**src/rtl/decimator_pkg.sv**
```systemverilog
// Shared types for the decimator: gate-window tracking states.
package decimator_pkg;

  typedef enum logic [2:0] {
    S_SETTLE0,   // synchronizer still holding its reset value
    S_SETTLE1,
    S_WAIT_LOW,  // gate must be seen low before a window may open
    S_CLOSED,
    S_OPEN
  } win_state_t;

endpackage

```
**src/rtl/decimator_sync_2ff.sv**
```systemverilog
// Two-flop synchronizer for a single asynchronous level, reset to 0.
module sync_2ff (
  input  logic clk,
  input  logic rst,
  input  logic d,
  output logic q
);

  logic meta;

  always_ff @(posedge clk or posedge rst) begin
    if (rst) begin
      meta <= 1'b0;
      q    <= 1'b0;
    end else begin
      meta <= d;
      q    <= meta;
    end
  end

endmodule

```
**src/rtl/decimator.sv**
```systemverilog
// Gated sample-strobe decimator: emits one o_sample pulse every N active
// cycles inside an acquisition gate window while IAGC is enabled and acquiring.
module decimator
  import decimator_pkg::*;
#(
  parameter int unsigned DECIMATOR_SIZE = 4
) (
  input  logic                      i_clock,
  input  logic                      i_reset,
  input  logic [3:0]                i_iagc_status,
  input  logic                      i_gate,
  input  logic [DECIMATOR_SIZE-1:0] i_decimator,
  output logic                      o_sample
);

  localparam int unsigned ENABLE  = 0;
  localparam int unsigned ACQUIRE = 1;

  logic                      gate_s;
  logic                      opening;
  logic                      window;
  logic                      active;
  logic [DECIMATOR_SIZE-1:0] n_q;
  logic [DECIMATOR_SIZE-1:0] n_eff;
  logic [DECIMATOR_SIZE-1:0] cnt;
  logic [DECIMATOR_SIZE-1:0] cnt_next;
  logic                      sample_next;
  logic                      unused_status;
  win_state_t                state;
  win_state_t                state_next;

  assign unused_status = ^i_iagc_status[3:2];

  sync_2ff u_sync (
    .clk (i_clock),
    .rst (i_reset),
    .d   (i_gate),
    .q   (gate_s)
  );

  always_ff @(posedge i_clock or posedge i_reset) begin
    if (i_reset) state <= S_SETTLE0;
    else         state <= state_next;
  end

  // The settle states keep the synchronizer's post-reset 0->1 ramp from
  // looking like a gate rise; a window needs a genuine low-then-high gate.
  always_comb begin
    state_next = state;
    opening    = 1'b0;
    case (state)
      S_SETTLE0:  state_next = S_SETTLE1;
      S_SETTLE1:  state_next = S_WAIT_LOW;
      S_WAIT_LOW: if (!gate_s) state_next = S_CLOSED;
      S_CLOSED: begin
        if (gate_s) begin
          state_next = S_OPEN;
          opening    = 1'b1;
        end
      end
      S_OPEN:     if (!gate_s) state_next = S_CLOSED;
      default:    state_next = S_SETTLE0;
    endcase
  end

  // The opening cycle already counts, using the factor being latched.
  assign window = opening || ((state == S_OPEN) && gate_s);
  assign active = i_iagc_status[ENABLE] && i_iagc_status[ACQUIRE] && window;
  assign n_eff  = opening ? i_decimator : n_q;

  always_comb begin
    cnt_next    = '0;
    sample_next = 1'b0;
    if (active && (n_eff != '0)) begin
      if (cnt == n_eff - 1'b1) begin
        sample_next = 1'b1;
      end else begin
        cnt_next = cnt + 1'b1;
      end
    end
  end

  always_ff @(posedge i_clock or posedge i_reset) begin
    if (i_reset) begin
      n_q      <= '0;
      cnt      <= '0;
      o_sample <= 1'b0;
    end else begin
      if (opening) n_q <= i_decimator;
      cnt      <= cnt_next;
      o_sample <= sample_next;
    end
  end

endmodule

```
**config.mk**
```make
export PLATFORM = sky130hd
export DESIGN_NAME = decimator
export DESIGN_NICKNAME = d
export VERILOG_FILES = /design/src/rtl/decimator_pkg.sv /design/src/rtl/decimator_sync_2ff.sv /design/src/rtl/decimator.sv
export SDC_FILE = /design/constraint.sdc
export NUM_CORES = 1
export LEC_CHECK = 0
export BUFFER_PORTS_ARGS = -buffer_cell sky130_fd_sc_hd__buf_4
export CAP_MARGIN = 20
export CORE_MARGIN = 2
export CORE_UTILIZATION = 55
export CTS_CLUSTER_SIZE = 24
export DETAILED_ROUTE_END_ITERATION = 12
export GPL_ROUTABILITY_DRIVEN = 1
export PLACE_DENSITY = 0.87
export SETUP_SLACK_MARGIN = 0.1
export SLEW_MARGIN = 30
export SYNTH_ARGS = -nofsm -noshare
export SYNTH_HDL_FRONTEND = slang
export SYNTH_SLANG_ARGS = --single-unit
export TNS_END_PERCENT = 20
```
**constraint.sdc**
```tcl
create_clock -name i_clock -period 3.36 [get_ports i_clock]
set_input_delay 0.672 -clock i_clock [delete_from_list [all_inputs] [get_ports i_clock]]
set_output_delay 0.672 -clock i_clock [all_outputs]
set_load 0.01 [all_outputs]
```
==> results.md, run 1 <==
* Core area at 0.00128 mm2
* TNS Setup at 0 ns
* # clock sinks at 14
* Main combinational cell family by area after synthesis: simple AND/OR/NAND/NOR gates
* Clk buf depth at 2
* Area leader, netlist: dfrtp_1
* Worst min path class: reg -> reg
* Final setup vio count at 0
* Fin cells at 96
* Most frequent cells in the layout: dfrtp_1, buf_4, inv_1, xor2_1
* CP Capture Type: register
* Initial Utilization at 0.588
* Buf+Inv Stages, Crit Path at 1
* Layout cells sized above 1 at 0.222
* Synth Net Count at 81
* Yosys top cell area share at 0.464
* Synth Instances at 68
* Combinational share of power at 0.428
* PD cells at 744 mW/mm2
* Pre-antenna DRT Iters at 4
* CP top delay family: simple AND/OR/NAND/NOR gates
* Req. time, crit path at 3.55 ns
* Power share of the clock group at 0.186
* Sw Pwr at 0.000241 W
* Distinct cells, synth at 26
* Clk pin slew, worst setup/hold paths at 0.08 ns
* Reg2Reg Depth at 8
* FF-to-FF setup slack at 1.04 ns
* Num CTS Buffers at 3
* Initial antenna violation count at 0
* Hold_buf cts at 0
* Slowest stage delay, CP at 0.42 ns
* Worst Max-Slew Pin Slew at 0.538 ns
* Kind of critical path: reg -> reg
* Max-slew violation count at 0
* Die footprint at 0.00169 mm2
* Die height at 41.1 um
* Status: finished, final reports clean
* Synth Area in Adders at 0.0331
* Total wire length at 1.17 mm
* Antenna viol nets, final at 0
* Crit start category: register
* Post-synthesis sequential area ratio at 0.464
* Final worst slack at 1.04 ns
* Peak supply drop at 0.000369 V
* CP Cell Sequence: nand4b_1 > buf_4 > mux2i_1 > ha_1 > xor2_1 > o211ai_1 > nor4_4 > nor4b_4
* GRT Total Usage at 0.175
* Max cap viols at 0
* Mapped cell area at 756 um2
* Slew HR at 0.637
* Post-Synth Simple-Gate Area at 0.217
* Most common cell after layout, fill and taps aside: dfrtp_1
* Hold Vio Cnt, Final at 0
* Final period utilization at 0.690
* Number of global-route vias before repair at 443
* H-Tree Depth at 1
* Capture point of the worst reg-to-reg path: o_sample$_DFF_PP0_
* Fmax at 431 MHz
* Std-Cell Rows at 13
* Pint at 0.000410 W
* Leak at 0.443 nW
* Post-CTS Repair Setup Buffers at 0
* Critical Path Slowest Stage Cell: dfrtp_1
* DP Wirelength at 897 um
* DIE WIDTH at 41.1 um
* Avg WL per Cell at 12.2 um
* Top Ports at 12
* Post-CTS resize count at 0
* RSZ-0062 raised after global routing: no
* Final hold slack at 0.356 ns
* Root buf cell: clkbuf_4
* Port bufs at 9
* First-pass GRT wire length at 1.80 mm
* Avg Inst Size Synth at 11.1 um2
* Hold Path Origin: u_sync.meta$_DFF_PP0_
* Flop pwr share at 0.386
* DRC at 0
* Layout area overhead at 15.7%
* Hold endpoint: u_sync.q$_DFF_PP0_
* Via density per instance at 5.45
* Pre-CTS WS at 1.07 ns
* Compound-gate portion of the synthesized area at 0.0497
* Placed cell count at 92
* Routability Congestion at 0.713
* Sw Ratio at 0.370
* DR vias at 523
* Skew-Pair Late Insertion Delay at 0.28 ns
* XOR/XNOR Fraction of Synth Area at 0.104
* Post-route minimum period at 2.32 ns
* Setup Skew at 0.00362 ns
* CTS tree: done
* Flops & latches, synth at 14
* Diodes inserted at 0
* Util after Layout at 0.681
* Yosys warnings at 0
* Reg-to-reg startpoint: state[2]$_DFFE_PP0P_
* Largest net degree at the start of global routing at 15
* Mux contribution to synthesized area at 0.0877
* Critical path peak fanout at 10
* Hold Path Stages at 0
* Nets at 95
* Congestion Overflow GR at 0
* Initial drt markers at 6
* CP Data Arrival Time at 2.51 ns
* Top cells by area, synth: dfrtp_1, xor2_1, mux2i_1, xnor2_1, ha_1
-- flip-flops by register name (all words and copies together), names as in the netlist --
register	flops
u_sync.q	1
u_sync.meta	1
state	3
cnt	4
o_sample	1
n_q	4
-- cell usage after synthesis, drive strengths merged --
cell type,instances
dfrtp,14
inv,6
xor2,6
mux2i,4
nand2,4
nor2,4
nor3,4
nor3b,3
xnor2,3
and3,2
ha,2
mux2,2
o21ai,2
a21oi,1
buf,1
nand2b,1
nand3,1
nand3b,1
nand4b,1
nor4,1
nor4b,1
o211ai,1
o21a,1
o31ai,1
or3,1
-- stage by stage --
step	power, W	area [um2]
after global placement	0.000521	838
final	0.000651	875
after global routing	0.000697	875
after CTS	0.000660	875
after detailed placement	0.000536	838
after floorplan	0.000484	756
-- power by group through the flow --
stage,logic (W),clock network (W),registers (W)
finish,0.000279,0.000121,0.000251
global placement,0.000269,0,0.000252
global route,0.000307,0.000134,0.000256
CTS,0.000282,0.000127,0.000251
floorplan,0.000238,0,0.000246
detailed placement,0.000282,0,0.000254
-- how the worst max path moves through the flow --
stage,start,endpoint,slack (ns),depth (start not counted)
5_1_grt,state[2]$_DFFE_PP0P_,o_sample$_DFF_PP0_,0.87,8
2_1_floorplan,state[2]$_DFFE_PP0P_,o_sample$_DFF_PP0_,1.30,8
3_3_place_gp,state[2]$_DFFE_PP0P_,o_sample$_DFF_PP0_,1.08,8
6_report,state[2]$_DFFE_PP0P_,o_sample$_DFF_PP0_,1.04,8
4_1_cts,state[2]$_DFFE_PP0P_,o_sample$_DFF_PP0_,1.04,8
3_5_place_dp,state[2]$_DFFE_PP0P_,o_sample$_DFF_PP0_,1.07,8
-- routing by layer --
layer	part of all wire	global-route usage
met5	0	0
met4	0.032	0.150
met3	0.044	0.0326
met2	0.44	0.250
met1	0.49	0.224
-- layout make-up --
class,count,area [um2]
Fill cell,113,410
Timing Repair Buffer,10,75.1
Multi-Input combinational cell,47,372
Clock buffer,4,36.3
Inverter,6,22.5
Tap cell,15,18.8
Sequential cell,14,350
-- cells by family after synthesis --
kind of cell    count (synthesis)
mux                             6
flops                          14
buf+inv                         7
compound gates                  6
simple gates                   24
fa+ha+maj                       2
xor+xnor                        9
-- worst reg2reg max path, cell delays in order, from the launching register on --
cell and delay (ns):
dfrtp_1 0.42, nand4b_1 0.18, buf_4 0.19, mux2i_1 0.21, ha_1 0.27, xor2_1 0.19, o211ai_1 0.15, nor4_4 0.36
nor4b_4 0.26
(Power assumes the default switching activity.)
==> run 2: changes to the inputs <==
--- a/config.mk
+++ b/config.mk
@@ -5,14 +5,15 @@
 export SDC_FILE = /design/constraint.sdc
 export NUM_CORES = 1
 export LEC_CHECK = 0
+export ABC_AREA = 1
 export BUFFER_PORTS_ARGS = -buffer_cell sky130_fd_sc_hd__buf_4
 export CAP_MARGIN = 20
 export CORE_MARGIN = 2
-export CORE_UTILIZATION = 55
+export CORE_UTILIZATION = 48
 export CTS_CLUSTER_SIZE = 24
 export DETAILED_ROUTE_END_ITERATION = 12
 export GPL_ROUTABILITY_DRIVEN = 1
-export PLACE_DENSITY = 0.87
+export PLACE_DENSITY = 0.81
 export SETUP_SLACK_MARGIN = 0.1
 export SLEW_MARGIN = 30
 export SYNTH_ARGS = -nofsm -noshare
==> constraint.sdc (replaced) <==
create_clock -name i_clock -period 1.93 [get_ports i_clock]
set_input_delay 0.386 -clock i_clock [delete_from_list [all_inputs] [get_ports i_clock]]
set_output_delay 0.386 -clock i_clock [all_outputs]
set_load 0.01 [all_outputs]
==> run 2 against run 1 <==
Non-clock buffer count grew 11. Setup slack got worse by 0.91 ns. Critical path depth increased by 3. Largest cell class unchanged. Largest power group unchanged.
==> results.md, run 2 <==
* Fraction of registers with async set or reset after synthesis at 1.00
* DR vias at 699
* Leak at 0.517 nW
* Worst min path class: in -> async
* Clk buf depth at 2
* Mapped cell area at 752 um2
* Flops & latches, synth at 14
* Num CTS Buffers at 3
* CTS tree: done
* FF-to-FF setup slack at 0.13 ns
* Reg2Reg Depth at 11
* Post-Synth Simple-Gate Area at 0.351
* Count leader, synth: nand2_1
* Std-Cell Rows at 14
* Final setup vio count at 0
* Distinct cells, synth at 20
* DP Wirelength at 1.13 mm
* Slew HR at 0.646
* Congestion Overflow GR at 0
* Fmax at 556 MHz
* Req. time, crit path at 2.11 ns
* Total wire length at 1.65 mm
* Critical path peak fanout at 4
* Die height at 43.6 um
* CP Cell Sequence: nor2_4 > nand3_2 > nand2_4 > clkinv_4 > ha_4 > xor2_2 > nand3_2 > nor2_2 > nand2_2 > nand2_2 > nor2_1
* Clk pin slew, worst setup/hold paths at 0.09 ns
* Capture point of the worst reg-to-reg path: cnt[3]$_DFF_PP0_
* Top cells by count, synth: nand2_1, dfrtp_1, nand3_1
* Mux contribution to synthesized area at 0
* TNS Setup at 0 ns
* Top cells by area, synth: dfrtp_1, nand3_1, nand2_1, nand2_2, inv_1
* Critical Path Slowest Stage Cell: dfrtp_1
* Pre-antenna DRT Iters at 5
* Final period utilization at 0.932
* Max-slew violation count at 0
* Max cap viols at 0
* GRT Total Usage at 0.216
* Hold Vio Cnt, Final at 0
* Initial drt markers at 11
* CP Data Arrival Time at 1.98 ns
* Avg Inst Size Synth at 8.26 um2
* Antenna viol nets, final at 0
* Top Ports at 12
* RSZ-0062 raised after global routing: yes
* Routability Congestion at 0.781
* Synth Instances at 91
* Yosys top cell area share at 0.466
* Fillers at 124
* Worst Max-Slew Pin Slew at 0.531 ns
* XOR/XNOR Fraction of Synth Area at 0.0349
* Final hold slack at 0.133 ns
* Initial antenna violation count at 0
* First-pass GRT wire length at 2.97 mm
* H-Tree Depth at 1
* Slowest stage delay, CP at 0.42 ns
* Main combinational cell family by area after synthesis: simple AND/OR/NAND/NOR gates
* Core area at 0.00149 mm2
* Skew-Pair Late Insertion Delay at 0.28 ns
* Diodes inserted at 0
* CP Capture Type: register
* Synth Net Count at 104
* Post-route minimum period at 1.80 ns
* Most frequent cells in the layout: buf_4, nand2_1, dfrtp_1, nand3_1, inv_1
* Number of flops mapped to enable cells by yosys at 0
* Layout cells sized above 1 at 0.397
* Status: finished, final reports clean
* Die footprint at 0.00190 mm2
* Most common cell after layout, fill and taps aside: buf_4
* Largest net degree at the start of global routing at 15
* Avg WL per Cell at 12.5 um
* Reg-to-reg startpoint: state[2]$_DFFE_PP0P_
* Synth Area in Adders at 0.0333
* Yosys warnings at 0
* DRC at 0
* Crit start category: register
* DIE WIDTH at 43.6 um
* PD cells at 1480 mW/mm2
* Port bufs at 9
* Via density per instance at 5.30
* Setup Skew at 0.00102 ns
* # clock sinks at 14
* Root buf cell: clkbuf_4
* Compound-gate portion of the synthesized area at 0.0300
* Layout area overhead at 34.3%
* Kind of critical path: reg -> reg
* Number of global-route vias before repair at 760
* Synth Flop Type: dfrtp_1
* Initial Utilization at 0.505
* Top Registers: cnt x4, n_q x4, state x3
* Nets at 130
* Area leader, netlist: dfrtp_1
* Post-synthesis sequential area ratio at 0.466
* Peak supply drop at 0.000679 V
==> run 2: cell count changes after synthesis, moves of 2 or more <==
cell,before,now
xnor2_1,3,1
nand3_1,1,14
nor3_1,4,0
nand2_2,0,9
inv_1,6,12
mux2i_1,4,0
nand2_1,4,16
and3_1,2,0
nor2_1,4,10
xor2_1,6,2
nor3b_1,3,0
==> run 2: worst max path at each step <==
stage / startpoint / to / slack (ns) / cells after the start
2_1_floorplan: state[2]$_DFFE_PP0P_ / cnt[0]$_DFF_PP0_ / 0.15 / 11
3_3_place_gp: state[2]$_DFFE_PP0P_ / cnt[0]$_DFF_PP0_ / 0.06 / 11
3_5_place_dp: state[2]$_DFFE_PP0P_ / cnt[3]$_DFF_PP0_ / 0.01 / 11
4_1_cts: u_sync.q$_DFF_PP0_ / cnt[3]$_DFF_PP0_ / 0.11 / 12
5_1_grt: state[2]$_DFFE_PP0P_ / cnt[3]$_DFF_PP0_ / 0.002 / 11
6_report: state[2]$_DFFE_PP0P_ / cnt[3]$_DFF_PP0_ / 0.13 / 11
==> run 2: timing repair <==
action                                  4_1_cts  5_1_grt
buffers inserted                              9        0
endpoints found under the setup margin        5        5
hold buffers                                  0        0
pin swaps                                     8        4
gates resized for setup                       5        3
==> run 2: layout make-up <==
type	count	area (um2)	share of cell area
clock buffers	4	36.3	0.0359
inverters	15	63.8	0.0632
multi-input cells	62	378	0.374
flip-flops and latches	14	350	0.347
well taps	16	20.0	0.0198
repair buffers	21	161	0.160
==> run 2: routing by layer <==
layer  up-vias  share of wire  GRT usage
met1       337           0.36      0.215
li1        335              -          -
met2        20           0.57      0.406
met5         -              0          0
met3         7          0.047     0.0500
met4         0          0.028      0.115
==> run 2: stage by stage <==
step | total power (W) | utilization | setup slack (ns) | std cells | cell area [um2]
2_1_floorplan | 0.000886 | - | 0.153 | 91 | 752
6_report | 0.00149 | 0.678 | 0.132 | 132 | 1010
4_1_cts | 0.00143 | 0.668 | 0.111 | 132 | 995
5_1_grt | 0.00161 | 0.678 | 0.00164 | 132 | 1010
3_3_place_gp | 0.000999 | 0.579 | 0.0610 | 119 | 862
3_5_place_dp | 0.00104 | 0.579 | 0.0150 | 119 | 862
==> run 2: worst max-delay path, delay by kind of cell (launching register included) <==
| kind | cells | cell delay, ns |
|---|---|---|
| buffers and inverters | 1 | 0.06 |
| DFF | 1 | 0.42 |
| xor gates and xnor gates | 1 | 0.14 |
| adders and majority gates | 1 | 0.26 |
| and+or+nand+nor | 8 | 0.81 |
==> run 2: logic make-up after synthesis <==
kind of cell	count (synthesis)
fa+ha+maj	2
xor+xnor	3
buf+inv	15
compound gates	4
simple gates	53
flops	14
==> run 2: power by group <==
group / internal [W] / switching, W / leakage (nW)
clock network: 0.000115 / 0.000100 / 0.0210
registers: 0.000373 / 0.0000503 / 0.178
logic: 0.000390 / 0.000466 / 0.319
total: 0.000878 / 0.000616 / 0.517
==> run 3: changes to the inputs <==
--- a/config.mk
+++ b/config.mk
@@ -9,11 +9,11 @@
 export BUFFER_PORTS_ARGS = -buffer_cell sky130_fd_sc_hd__buf_4
 export CAP_MARGIN = 20
 export CORE_MARGIN = 2
-export CORE_UTILIZATION = 48
+export CORE_UTILIZATION = 53
 export CTS_CLUSTER_SIZE = 24
 export DETAILED_ROUTE_END_ITERATION = 12
 export GPL_ROUTABILITY_DRIVEN = 1
-export PLACE_DENSITY = 0.81
+export PLACE_DENSITY = 0.84
 export SETUP_SLACK_MARGIN = 0.1
 export SLEW_MARGIN = 30
 export SYNTH_ARGS = -nofsm -noshare
==> constraint.sdc (replaced) <==
create_clock -name i_clock -period 2 [get_ports i_clock]
set_input_delay 0.4 -clock i_clock [delete_from_list [all_inputs] [get_ports i_clock]]
set_output_delay 0.4 -clock i_clock [all_outputs]
set_load 0.01 [all_outputs]
==> run 3 against run 2 <==
Power down 11%. Clock skew about the same. Routed wire length down 11%. Final area down 4.1%. Setup slack better by 0.043 ns. Sequential share of layout area up 1.5 points. Clock power down 5%. Critical path type unchanged. Critical endpoint unchanged.
==> results.md, run 3 (synthesis results as in run 2) <==
* Core area at 0.00132 mm2
* Routability Congestion at 0.807
* Pre-CTS WS at 0.00588 ns
* Std-Cell Rows at 13
* Number of global-route vias before repair at 634
* Initial drt markers at 11
* Final setup vio count at 0
* DIE WIDTH at 41.7 um
* DP Wirelength at 1.03 mm
* Pre-antenna DRT Iters at 4
* CTS tree: done
* Capture point of the worst reg-to-reg path: cnt[3]$_DFF_PP0_
* Nets at 125
* Status: finished, final reports clean
* RSZ-0062 raised after global routing: yes
* TNS Setup at 0 ns
* Reg2Reg Depth at 11
* Die footprint at 0.00174 mm2
* Antenna viol nets, final at 0
* DR vias at 617
* GRT Total Usage at 0.203
* H-Tree Depth at 1
* DR WL met2 at 756 um
* Hold Vio Cnt, Final at 0
* Fmax at 548 MHz
* Root buf cell: clkbuf_4
* Wl on met1 at 612 um
* Leak at 0.496 nW
* Final worst slack at 0.174 ns
* Congestion Overflow GR at 0
* CP Data Arrival Time at 2.00 ns
* Worst Max-Slew Pin Slew at 0.535 ns
* FF-to-FF setup slack at 0.17 ns
* Highest routed layer: met4
* Setup Skew at 0.000624 ns
* Layout cells sized above 1 at 0.360
* Fin area at 968 um2
* # clock sinks at 14
* Power Total at 0.00133 W
* WL met3 at 55 um
* Most frequent cells in the layout: nand2_1, buf_4, dfrtp_1, nand3_1, inv_1
* PD cells at 1370 mW/mm2
* Max-slew violation count at 0
* Diodes inserted at 0
* DRC at 0
* Clk buf depth at 2
* Port bufs at 9
* Top Ports at 12
* Max cap viols at 0
* Crit start category: register
* Kind of critical path: reg -> reg
* Req. time, crit path at 2.18 ns
* Reg-to-reg startpoint: state[2]$_DFFE_PP0P_
* Num CTS Buffers at 3
* Avg WL per Cell at 11.6 um
* Util after Layout at 0.735
* Worst min path class: in -> async
* Initial antenna violation count at 0
* Die height at 41.7 um
* Initial Utilization at 0.571
* Peak supply drop at 0.000703 V
* Slew HR at 0.643
* Post-route minimum period at 1.83 ns
* Dpl cell area at 846 um2
* Via density per instance at 4.90
* Top Registers: cnt x4, n_q x4, state x3
* CP Capture Type: register
* First-pass GRT wire length at 2.59 mm
* Skew-Pair Late Insertion Delay at 0.28 ns
* Clk pin slew, worst setup/hold paths at 0.08 ns
* Largest net degree at the start of global routing at 15
* Final period utilization at 0.913
* Layout area overhead at 28.8%
* Critical path peak fanout at 4
* Total wire length at 1.47 mm
## run 3: cell type report
cell class                      count  area [um2]
Tap cell                           15        18.8
Inverter                           15        63.8
Sequential cell                    14         350
Fill cell                         103         349
Clock buffer                        4        36.3
Multi-Input combinational cell     62         375
Timing Repair Buffer               16         124
## run 3: how the worst max path moves through the flow
stage	from	end	slack, ns	cells after the start
6_report	state[2]$_DFFE_PP0P_	cnt[3]$_DFF_PP0_	0.17	11
5_1_grt	state[2]$_DFFE_PP0P_	cnt[3]$_DFF_PP0_	0.05	14
4_1_cts	state[1]$_DFFE_PP0P_	cnt[3]$_DFF_PP0_	0.15	13
3_5_place_dp	state[1]$_DFFE_PP0P_	cnt[3]$_DFF_PP0_	0.006	13
3_3_place_gp	state[2]$_DFFE_PP0P_	cnt[0]$_DFF_PP0_	0.10	11
2_1_floorplan	state[2]$_DFFE_PP0P_	cnt[0]$_DFF_PP0_	0.22	11
## run 3: power breakdown
part / internal [W] / switching [W]
combinational: 0.000303 / 0.000414
sequential: 0.000360 / 0.0000436
clock: 0.000111 / 0.0000940
total: 0.000774 / 0.000552
## run 3: layer usage
metal | up-vias | global-route usage
met2 | 14 | 0.344
met5 | - | 0
li1 | 322 | -
met3 | 7 | 0.0565
met4 | 0 | 0.123
met1 | 274 | 0.223
## run 3: timing repair
action / in CTS / in global routing
pin swaps: 5 / 2
hold buffers: 0 / 0
resized for setup: 6 / 3
buffers inserted: 6 / 0
endpoints found under the setup margin: 5 / 5
## run 3: through the flow
stage	instances	hold WS (ns)
floorplan	91	0.289
global placement	116	0.335
detailed placement	116	0.335
CTS	126	0.173
global route	126	0.185
finish	126	0.151
## run 3: worst max-delay path, cell delays in order (launching register included)
cell and delay (ns):
dfrtp_1 0.42, nor2_4 0.19, buf_6 0.12, nand3b_1 0.09, nand2_2 0.12, ha_4 0.20
xor2_1 0.16, nand3_1 0.10, nor2_2 0.11, nand2_2 0.09, nand2_4 0.07, nor2_1 0.04
